==> config.mk <==
export PLATFORM = sky130hd
export DESIGN_NAME = psychic5_sdram_arbiter_flat
export DESIGN_NICKNAME = d
export VERILOG_FILES = /design/src/rtl/psychic5_sdram_arbiter_if.sv /design/src/rtl/psychic5_sdram_arbiter.sv /design/src/flat_wrapper.sv
export SDC_FILE = /design/constraint.sdc
export NUM_CORES = 1
export LEC_CHECK = 0
export CAP_MARGIN = 0
export CORE_UTILIZATION = 40
export DETAILED_ROUTE_END_ITERATION = 7
export PLACE_DENSITY = 0.68
export RECOVER_POWER = 50
export SLEW_MARGIN = 5
export SYNTH_ARGS = -nofsm -noshare
export SYNTH_HDL_FRONTEND = slang
export SYNTH_SLANG_ARGS = --single-unit
==> constraint.sdc <==
create_clock -name i_EMU_MCLK -period 2.7 [get_ports i_EMU_MCLK]
set_clock_uncertainty 0.05 [all_clocks]
set_input_delay 0.54 -clock i_EMU_MCLK [delete_from_list [all_inputs] [get_ports i_EMU_MCLK]]
set_output_delay 0.54 -clock i_EMU_MCLK [all_outputs]
set_load 0.005 [all_outputs]
==> src/rtl/psychic5_sdram_arbiter_if.sv <==
// Bus bundle between the Psychic 5 ROM clients, the arbiter and the SDRAM controller.
// Handshake: o_SDRAM_RD is a level request; it and o_SDRAM_ADDR stay stable until a one-cycle i_SDRAM_ACK carries i_SDRAM_DATA. Client RQ_n is an active-low level request and READY means DATA belongs to the current ADDR.
interface psychic5_sdram_arbiter_if;
  logic [16:0] i_EMU_MAINCPU_ADDR;
  logic        i_EMU_MAINCPU_RQ_n;
  logic [7:0]  o_EMU_MAINCPU_DATA;
  logic        o_EMU_MAINCPU_READY;
  logic [16:0] i_EMU_OBJROM_ADDR;
  logic        i_EMU_OBJROM_RQ_n;
  logic [7:0]  o_EMU_OBJROM_DATA;
  logic        o_EMU_OBJROM_READY;
  logic [24:0] o_SDRAM_ADDR;
  logic        o_SDRAM_RD;
  logic        i_SDRAM_ACK;
  logic [7:0]  i_SDRAM_DATA;

  modport slave (
    input  i_EMU_MAINCPU_ADDR, i_EMU_MAINCPU_RQ_n,
    input  i_EMU_OBJROM_ADDR, i_EMU_OBJROM_RQ_n,
    input  i_SDRAM_ACK, i_SDRAM_DATA,
    output o_EMU_MAINCPU_DATA, o_EMU_MAINCPU_READY,
    output o_EMU_OBJROM_DATA, o_EMU_OBJROM_READY,
    output o_SDRAM_ADDR, o_SDRAM_RD
  );

  modport master (
    output i_EMU_MAINCPU_ADDR, i_EMU_MAINCPU_RQ_n,
    output i_EMU_OBJROM_ADDR, i_EMU_OBJROM_RQ_n,
    output i_SDRAM_ACK, i_SDRAM_DATA,
    input  o_EMU_MAINCPU_DATA, o_EMU_MAINCPU_READY,
    input  o_EMU_OBJROM_DATA, o_EMU_OBJROM_READY,
    input  o_SDRAM_ADDR, o_SDRAM_RD
  );
endinterface

==> src/rtl/psychic5_sdram_arbiter.sv <==
// Two-port SDRAM read arbiter with a one-entry byte cache per port and
// round-robin tie breaking between the main CPU and object ROM fetchers.
module psychic5_sdram_arbiter #(
  parameter logic [24:0] MAINCPU_BASE = 25'h0000000,
  parameter logic [24:0] OBJROM_BASE  = 25'h0020000
) (
  input  logic                           i_EMU_MCLK,
  input  logic                           i_EMU_INITRST,
  psychic5_sdram_arbiter_if.slave        bus,
  output logic [1:0]                     state_dbg
);

  typedef enum logic [1:0] {IDLE = 2'd0, CPU_RD = 2'd1, OBJ_RD = 2'd2} state_t;

  state_t      state, state_nxt;
  logic [16:0] cpu_tag, obj_tag, lat_addr;
  logic        cpu_valid, obj_valid;
  logic [7:0]  cpu_data, obj_data;
  logic        last_obj;
  logic        sdram_rd;
  logic [24:0] sdram_addr;
  logic        cpu_hit, obj_hit, cpu_pend, obj_pend;
  logic        grant_cpu, grant_obj, fill;

  assign cpu_hit  = !bus.i_EMU_MAINCPU_RQ_n && cpu_valid && (bus.i_EMU_MAINCPU_ADDR == cpu_tag);
  assign obj_hit  = !bus.i_EMU_OBJROM_RQ_n && obj_valid && (bus.i_EMU_OBJROM_ADDR == obj_tag);
  assign cpu_pend = !bus.i_EMU_MAINCPU_RQ_n && !cpu_hit;
  assign obj_pend = !bus.i_EMU_OBJROM_RQ_n && !obj_hit;

  assign bus.o_EMU_MAINCPU_READY = cpu_hit;
  assign bus.o_EMU_OBJROM_READY  = obj_hit;
  assign bus.o_EMU_MAINCPU_DATA  = cpu_data;
  assign bus.o_EMU_OBJROM_DATA   = obj_data;
  assign bus.o_SDRAM_RD          = sdram_rd;
  assign bus.o_SDRAM_ADDR        = sdram_addr;
  assign state_dbg               = state;

  always_ff @(posedge i_EMU_MCLK) begin
    if (i_EMU_INITRST) state <= IDLE;
    else               state <= state_nxt;
  end

  // On a tie the port that did not win last time is granted.
  always_comb begin
    state_nxt = state;
    grant_cpu = 1'b0;
    grant_obj = 1'b0;
    fill      = 1'b0;
    case (state)
      IDLE: begin
        if (cpu_pend && (!obj_pend || last_obj)) begin
          grant_cpu = 1'b1;
          state_nxt = CPU_RD;
        end else if (obj_pend) begin
          grant_obj = 1'b1;
          state_nxt = OBJ_RD;
        end
      end
      CPU_RD, OBJ_RD: begin
        if (bus.i_SDRAM_ACK) begin
          fill      = 1'b1;
          state_nxt = IDLE;
        end
      end
      default: state_nxt = IDLE;
    endcase
  end

  always_ff @(posedge i_EMU_MCLK) begin
    if (i_EMU_INITRST) begin
      cpu_tag    <= '0;
      obj_tag    <= '0;
      cpu_valid  <= 1'b0;
      obj_valid  <= 1'b0;
      cpu_data   <= '0;
      obj_data   <= '0;
      lat_addr   <= '0;
      last_obj   <= 1'b1;
      sdram_rd   <= 1'b0;
      sdram_addr <= '0;
    end else begin
      if (grant_cpu) begin
        lat_addr   <= bus.i_EMU_MAINCPU_ADDR;
        sdram_addr <= MAINCPU_BASE + {8'b0, bus.i_EMU_MAINCPU_ADDR};
        sdram_rd   <= 1'b1;
        last_obj   <= 1'b0;
      end else if (grant_obj) begin
        lat_addr   <= bus.i_EMU_OBJROM_ADDR;
        sdram_addr <= OBJROM_BASE + {8'b0, bus.i_EMU_OBJROM_ADDR};
        sdram_rd   <= 1'b1;
        last_obj   <= 1'b1;
      end
      // The tag takes the latched address, even if the client moved on mid-read.
      if (fill) begin
        sdram_rd <= 1'b0;
        if (state == CPU_RD) begin
          cpu_data  <= bus.i_SDRAM_DATA;
          cpu_tag   <= lat_addr;
          cpu_valid <= 1'b1;
        end else begin
          obj_data  <= bus.i_SDRAM_DATA;
          obj_tag   <= lat_addr;
          obj_valid <= 1'b1;
        end
      end
    end
  end

endmodule

==> src/flat_wrapper.sv <==
// flat-port wrapper written by rule: the top's interface ports become plain ports
module psychic5_sdram_arbiter_flat 
#(
  parameter logic [24:0] MAINCPU_BASE = 25'h0000000,
  parameter logic [24:0] OBJROM_BASE  = 25'h0020000
)
  (i_EMU_MCLK, i_EMU_INITRST, state_dbg, bus_i_EMU_MAINCPU_ADDR, bus_i_EMU_MAINCPU_RQ_n, bus_i_EMU_OBJROM_ADDR, bus_i_EMU_OBJROM_RQ_n, bus_i_SDRAM_ACK, bus_i_SDRAM_DATA, bus_o_EMU_MAINCPU_DATA, bus_o_EMU_MAINCPU_READY, bus_o_EMU_OBJROM_DATA, bus_o_EMU_OBJROM_READY, bus_o_SDRAM_ADDR, bus_o_SDRAM_RD);
  psychic5_sdram_arbiter_if bus_i ();
  input  logic i_EMU_MCLK;
  input  logic i_EMU_INITRST;
  output logic [1:0] state_dbg;
  input wire logic [$bits(bus_i.i_EMU_MAINCPU_ADDR)-1:0] bus_i_EMU_MAINCPU_ADDR;
  input wire logic [$bits(bus_i.i_EMU_MAINCPU_RQ_n)-1:0] bus_i_EMU_MAINCPU_RQ_n;
  input wire logic [$bits(bus_i.i_EMU_OBJROM_ADDR)-1:0] bus_i_EMU_OBJROM_ADDR;
  input wire logic [$bits(bus_i.i_EMU_OBJROM_RQ_n)-1:0] bus_i_EMU_OBJROM_RQ_n;
  input wire logic [$bits(bus_i.i_SDRAM_ACK)-1:0] bus_i_SDRAM_ACK;
  input wire logic [$bits(bus_i.i_SDRAM_DATA)-1:0] bus_i_SDRAM_DATA;
  output wire logic [$bits(bus_i.o_EMU_MAINCPU_DATA)-1:0] bus_o_EMU_MAINCPU_DATA;
  output wire logic [$bits(bus_i.o_EMU_MAINCPU_READY)-1:0] bus_o_EMU_MAINCPU_READY;
  output wire logic [$bits(bus_i.o_EMU_OBJROM_DATA)-1:0] bus_o_EMU_OBJROM_DATA;
  output wire logic [$bits(bus_i.o_EMU_OBJROM_READY)-1:0] bus_o_EMU_OBJROM_READY;
  output wire logic [$bits(bus_i.o_SDRAM_ADDR)-1:0] bus_o_SDRAM_ADDR;
  output wire logic [$bits(bus_i.o_SDRAM_RD)-1:0] bus_o_SDRAM_RD;
  assign bus_i.i_EMU_MAINCPU_ADDR = bus_i_EMU_MAINCPU_ADDR;
  assign bus_i.i_EMU_MAINCPU_RQ_n = bus_i_EMU_MAINCPU_RQ_n;
  assign bus_i.i_EMU_OBJROM_ADDR = bus_i_EMU_OBJROM_ADDR;
  assign bus_i.i_EMU_OBJROM_RQ_n = bus_i_EMU_OBJROM_RQ_n;
  assign bus_i.i_SDRAM_ACK = bus_i_SDRAM_ACK;
  assign bus_i.i_SDRAM_DATA = bus_i_SDRAM_DATA;
  assign bus_o_EMU_MAINCPU_DATA = bus_i.o_EMU_MAINCPU_DATA;
  assign bus_o_EMU_MAINCPU_READY = bus_i.o_EMU_MAINCPU_READY;
  assign bus_o_EMU_OBJROM_DATA = bus_i.o_EMU_OBJROM_DATA;
  assign bus_o_EMU_OBJROM_READY = bus_i.o_EMU_OBJROM_READY;
  assign bus_o_SDRAM_ADDR = bus_i.o_SDRAM_ADDR;
  assign bus_o_SDRAM_RD = bus_i.o_SDRAM_RD;
  psychic5_sdram_arbiter #(.MAINCPU_BASE(MAINCPU_BASE), .OBJROM_BASE(OBJROM_BASE)) u_core (.i_EMU_MCLK(i_EMU_MCLK), .i_EMU_INITRST(i_EMU_INITRST), .bus(bus_i), .state_dbg(state_dbg));
endmodule
[After elaboration in Yosys (flattened, before gate mapping)]
Cells that the tools add are included.
Operators by class
  bitwise operators: 1
  eq/ne operators: 6
  mux-type cells: 18
  reduce and logical (&&, ||, !) cells: 21
  add/subtract/negate cells: 1
Operators with widths (number)
  17-bit 2-to-1 mux: 4
  17-bit equality test: 2
  18-bit by 17-bit adder with 19-bit output, first input constant: 1
  1-bit 2-to-1 mux: 10
  1-bit logical AND: 7
  2-bit 2-to-1 mux: 3
  2-bit AND reduction: 3
  2-bit OR reduction: 3
  1-bit logical NOT: 5
  2-bit case mux with 2 select lines: 1
  3-bit by 1-bit != test with 1-bit output, second input constant: 1
  2-bit by 1-bit equality test with 1-bit output, second input constant: 1
  2-bit equality test, second input constant: 1
  2-bit logical NOT: 1
  2-bit != test, second input constant: 1
  2-bit nonzero test: 1
  1-bit logical OR: 1
  1-bit inverter: 1
Storage, ports and cells
  register bits after elaboration: 92
  word-level logic and storage cells: 59

[Longest topological paths before layout]
Gate-level depths: netlist (run 1).
  depth in word-level cells: 12
  mapped depth: 8
  depth with buffers taken out: 6

[Worst setup path after synthesis (run 1)]
Ideal clock, no wire load.
  path type: input to register
  start point: input port bus_i_EMU_OBJROM_ADDR[16]
  end point: register u_core.sdram_addr[10] (netlist: u_core.bus.o_SDRAM_ADDR[10])
  cell stages on the path: 8
  library setup time: 122 ps
  arrival time: 2221 ps
  path buffers: 2
  setup slack: 307 ps
  cell sequence: xor2_1 > or4_4 > nor3_4 > a211oi_2 > buf_6 > buf_6 > and3_1 > o311a_1
On the way
  word-level cells in the longest chain between the ends: 10
RTL lines
  from (decl): RTL line flat_wrapper.sv:14  | input wire logic [$bits(bus_i.i_EMU_OBJROM_ADDR)-1:0] bus_i_EMU_OBJROM_ADDR;
  17-bit equality test (*): RTL line psychic5_sdram_arbiter.sv:26  | assign obj_hit = !bus.i_EMU_OBJROM_RQ_n && obj_valid && (bus.i_EMU_OBJROM_ADDR == obj_tag);
  1-bit logical AND (*): RTL line psychic5_sdram_arbiter.sv:26
  1-bit logical NOT (*): RTL line psychic5_sdram_arbiter.sv:28  | assign obj_pend = !bus.i_EMU_OBJROM_RQ_n && !obj_hit;
  1-bit logical AND (*): RTL line psychic5_sdram_arbiter.sv:28
  1-bit logical NOT: RTL line psychic5_sdram_arbiter.sv:51  | if (cpu_pend && (!obj_pend || last_obj)) begin
  1-bit logical OR: RTL line psychic5_sdram_arbiter.sv:51
  1-bit logical AND: RTL line psychic5_sdram_arbiter.sv:51
  1-bit 2-to-1 mux: RTL line psychic5_sdram_arbiter.sv:51
  1-bit 2-to-1 mux: RTL line psychic5_sdram_arbiter.sv:49  | case (state)
  17-bit 2-to-1 mux or 2-bit nonzero test (tied branches)
  to (signal assigned): RTL line psychic5_sdram_arbiter.sv:84  | sdram_addr <= MAINCPU_BASE + {8'b0, bus.i_EMU_MAINCPU_ADDR};
  to (signal assigned): RTL line psychic5_sdram_arbiter.sv:89  | sdram_addr <= OBJROM_BASE + {8'b0, bus.i_EMU_OBJROM_ADDR};
  to (decl): RTL line psychic5_sdram_arbiter.sv:21  | logic [24:0] sdram_addr;
Every way passes the cells marked *; elsewhere a longest branch is shown, timed or not.
A chain may end at the register's enable or synchronous reset.

[Final worst setup path (run 1)]
  start point: input port bus_i_EMU_OBJROM_ADDR[11]
  end point: output port bus_o_EMU_OBJROM_READY
On the way
  word-level cells in the longest chain between the ends: 2
RTL lines
  17-bit equality test: RTL line psychic5_sdram_arbiter.sv:26
  1-bit logical AND: RTL line psychic5_sdram_arbiter.sv:26
  to (decl): RTL line flat_wrapper.sv:21  | output wire logic [$bits(bus_i.o_EMU_OBJROM_READY)-1:0] bus_o_EMU_OBJROM_READY;
Every way passes these cells.

==> results of run 1 <==
-- cell families after synthesis --
group | synth area share [%]
and+or+nand+nor | 25.1
AOI/OAI and AO/OA | 18.1
DFF | 41.9
buffers and inverters | 5.66
xor gates and xnor gates | 8.42
adders and majority gates | 0.707
other | 0.106
-- repair_timing --
item                       in CTS  in global routing
pin swaps                       6                 10
resized for setup              20                 43
gates cloned                    1                  0
buffers inserted                2                  2
setup endpoints to repair      21                 22
-- synthesized netlist by cell type (all sizes together), types with 2 or more instances --
cell | n | area (sq um)
nor4 | 6 | 37.5
and3 | 19 | 119
a211oi | 2 | 25.0
nor2 | 9 | 33.8
nor4b | 2 | 17.5
nor3 | 5 | 36.3
nand3 | 5 | 25.0
xor2 | 20 | 175
nand2b | 3 | 18.8
nand2 | 106 | 398
a21boi | 17 | 128
o211ai | 3 | 27.5
or3 | 17 | 106
a21oi | 52 | 260
clkbuf | 23 | 86.3
o311a | 18 | 180
buf | 13 | 95.1
xnor2 | 14 | 123
or4 | 2 | 18.8
ha | 2 | 25.0
dfxtp | 74 | 1480
inv | 5 | 18.8
nand4 | 4 | 25.0
-- routing by layer --
layer	vias to the layer above	track usage, %	share of wire (%)
li1	1670	-	-
met1	1620	33.2	44
met2	136	40.1	48
met3	19	4.74	5.7
met4	0	10.3	1.9
met5	-	0	0
-- stage by stage --
step	cell area, sq um	setup slack (ns)	instances	util, %
final	5160	0.0343	644	61.6
after global routing	5160	-0.0362	644	61.6
after CTS	4950	0.0183	642	59.1
after detailed placement	4610	-0.639	623	55.0
after global placement	4610	-0.598	623	55.0
after floorplan	3560	0.307	437	-
-- sequential cells by signal, indices dropped and copies added, names as in the netlist --
register / flops
u_core.bus.o_EMU_MAINCPU_DATA: 8
u_core.bus.o_EMU_OBJROM_DATA: 8
u_core.bus.o_SDRAM_ADDR: 18
u_core.bus.o_SDRAM_RD: 1
u_core.cpu_tag: 17
u_core.cpu_valid: 1
u_core.last_obj: 1
u_core.obj_tag: 17
u_core.obj_valid: 1
u_core.state_dbg: 2
-- layout make-up --
| cell class | instances | area share [%] |
|---|---|---|
| clock inverter | 7 | 2.40 |
| tap | 105 | 2.54 |
| sequential | 74 | 28.7 |
| multi-input combinational | 322 | 41.3 |
| clock buffer | 9 | 2.40 |
| inverter | 5 | 0.363 |
| timing repair buffer | 122 | 22.3 |
-- worst max-delay path by stage --
| stage | startpoint | endpoint | slack (ns) | depth (start not counted) |
|---|---|---|---|---|
| after global placement | bus_i_EMU_MAINCPU_ADDR[0] | bus_o_EMU_MAINCPU_READY | -0.60 | 6 |
| after CTS | bus_i_EMU_MAINCPU_ADDR[0] | bus_o_EMU_MAINCPU_READY | 0.02 | 6 |
| after floorplan | bus_i_EMU_OBJROM_ADDR[16] | u_core.bus.o_SDRAM_ADDR[10] | 0.31 | 8 |
| final | bus_i_EMU_OBJROM_ADDR[11] | bus_o_EMU_OBJROM_READY | 0.03 | 6 |
| after global routing | bus_i_EMU_OBJROM_ADDR[11] | bus_o_EMU_OBJROM_READY | -0.04 | 6 |
| after detailed placement | bus_i_EMU_OBJROM_ADDR[13] | u_core.bus.o_SDRAM_ADDR[9] | -0.64 | 7 |
-- worst min-delay path, stage by stage, from the launching register on --
cell and delay (ns):
dfxtp_1 0.31, nand2_1 0.05, a21oi_1 0.05
-- power by group --
group	switching, mW	internal (mW)	total [mW]
Clock	0.453	0.622	1.08
Sequential	0.0694	1.16	1.23
Combinational	0.305	0.319	0.623
==> impl_metrics.toml, run 1 <==
[synthesis]
ys_seq_area_share_pct = 41.9
synth_area_sq_mm = 0.00354
synth.distinct_cells = 39
async_flop_share_pct = 0
ys.flop_type = "dfxtp_1"
ys_warn_count = 0
postSynthRegisterBits = 74
avgSynthCellArea_sq_um = 8.21
synth-edff-count = 0
syn_inst = 431

[detailed_routing]
via_per_inst = 5.35
via_count = 3445
firstDrtPassIters = 5
drt_iter0_markers = 222
remaining_drc_errors = 0
routed_wl_microns = 11100
detail-route-antenna-nets = 0
wl_per_cell_microns = 17.3

[timing]
final.min_clock_period_ns = 2.67
hold_viol_final = 0
setup_tns_ns = 0
worst_pin_slew_ns = 1.33
setup_viol_count_final = 0
fmax_ghz = 0.375
hold_slack_ns = 0.405
period_share_pct = 98.7
finalMaxSlewViolations = 0
rsz0062_at_grt = "yes"
slew_headroom_pct = 11.2

[layout]
final_cell_mix = "106 x nand2_1, 74 x dfxtp_1, 52 x a21oi_1"
layout_commonest_cell = "nand2_1"
drive_above_1_share_pct = 16.3
final_nets = 583
n_antenna_cell = 0
area_growth_pct = 46.0
seq_area_sq_mm = 0.00148
multi_input_area_sq_mm = 0.00213
fill_cells = 744

[placement]
gp_congestion = 0.899
port_buffers = 85
post-dp-hpwl_microns = 7820

[cts]
ctsHoldBuffers = 0
cts.sinks = 74
cts_tree = "done"
h-tree-depth = 3
root_buffer = "clkbuf_8"
cts_inserted_buffers = 9
clock_latency_ns = 0.35
clk_pin_slew_ns = 0.08
cts_buffer_depth = 2

[worst_setup_path]
cp_num_buf_inv = 2
cp_top_family = "simple AND/OR/NAND/NOR gates"
worstSetupEndpointType = "output pin"
reg2reg_from = "u_core.state_dbg[0]"
crit_chain = "clkdlybuf4s50_1, xor2_2, nor4_4, nand3_2, nor4_4, buf_2"
r2r_cells = 7
critPathMaxFanout = 2
crit_type = "in2out"
start_kind = "input pin"
rrSetupSlack_ns = 0.20
r2r_end = "u_core.bus.o_EMU_OBJROM_DATA[5]"
path_common_cell = "nor4_4"
slowest_stage = "clkdlybuf4s50_1"
cp_slowest_stage_delay_ns = 0.45
arrival_ns = 2.08
cp.required_ns = 2.11

[grt]
overflow = 0
grt_usage_pct = 25.1
grt_max_degree = 55
grt_pass1_wl_microns = 17100
antenna_found_initial = 0
grt_pass1_vias = 3265

[pwr]
pwr_density_cell_mw_per_mm2 = 567
p_leak_nw = 2.20
finalPower_mw = 2.93
vdd_drop_max_mv = 0.349

[floorplanning]
die_w_microns = 96.0
fp-row-count = 33
fp.coreArea_sq_mm = 0.00838
die_h_microns = 96.0
start_util_pct = 42.2
dieArea_sq_mm = 0.00922
ios = 93

[worst_hold_path]
min_path_cells = 2
min_to = "u_core.bus.o_EMU_OBJROM_DATA[2]"
hp-start = "u_core.bus.o_EMU_OBJROM_DATA[2]"
hold_path.class = "reg2reg"

[job]
drv_cap = 0

[run_status]
status = "complete, no violations"
No activity file was read; power rests on OpenSTA's default activity.
==> run 2, diff against run 1 <==
Settings changed: SLEW_MARGIN 5 to 20.
==> results of run 2 <==
Final layout, timing and power as in run 1 (identical DEF).
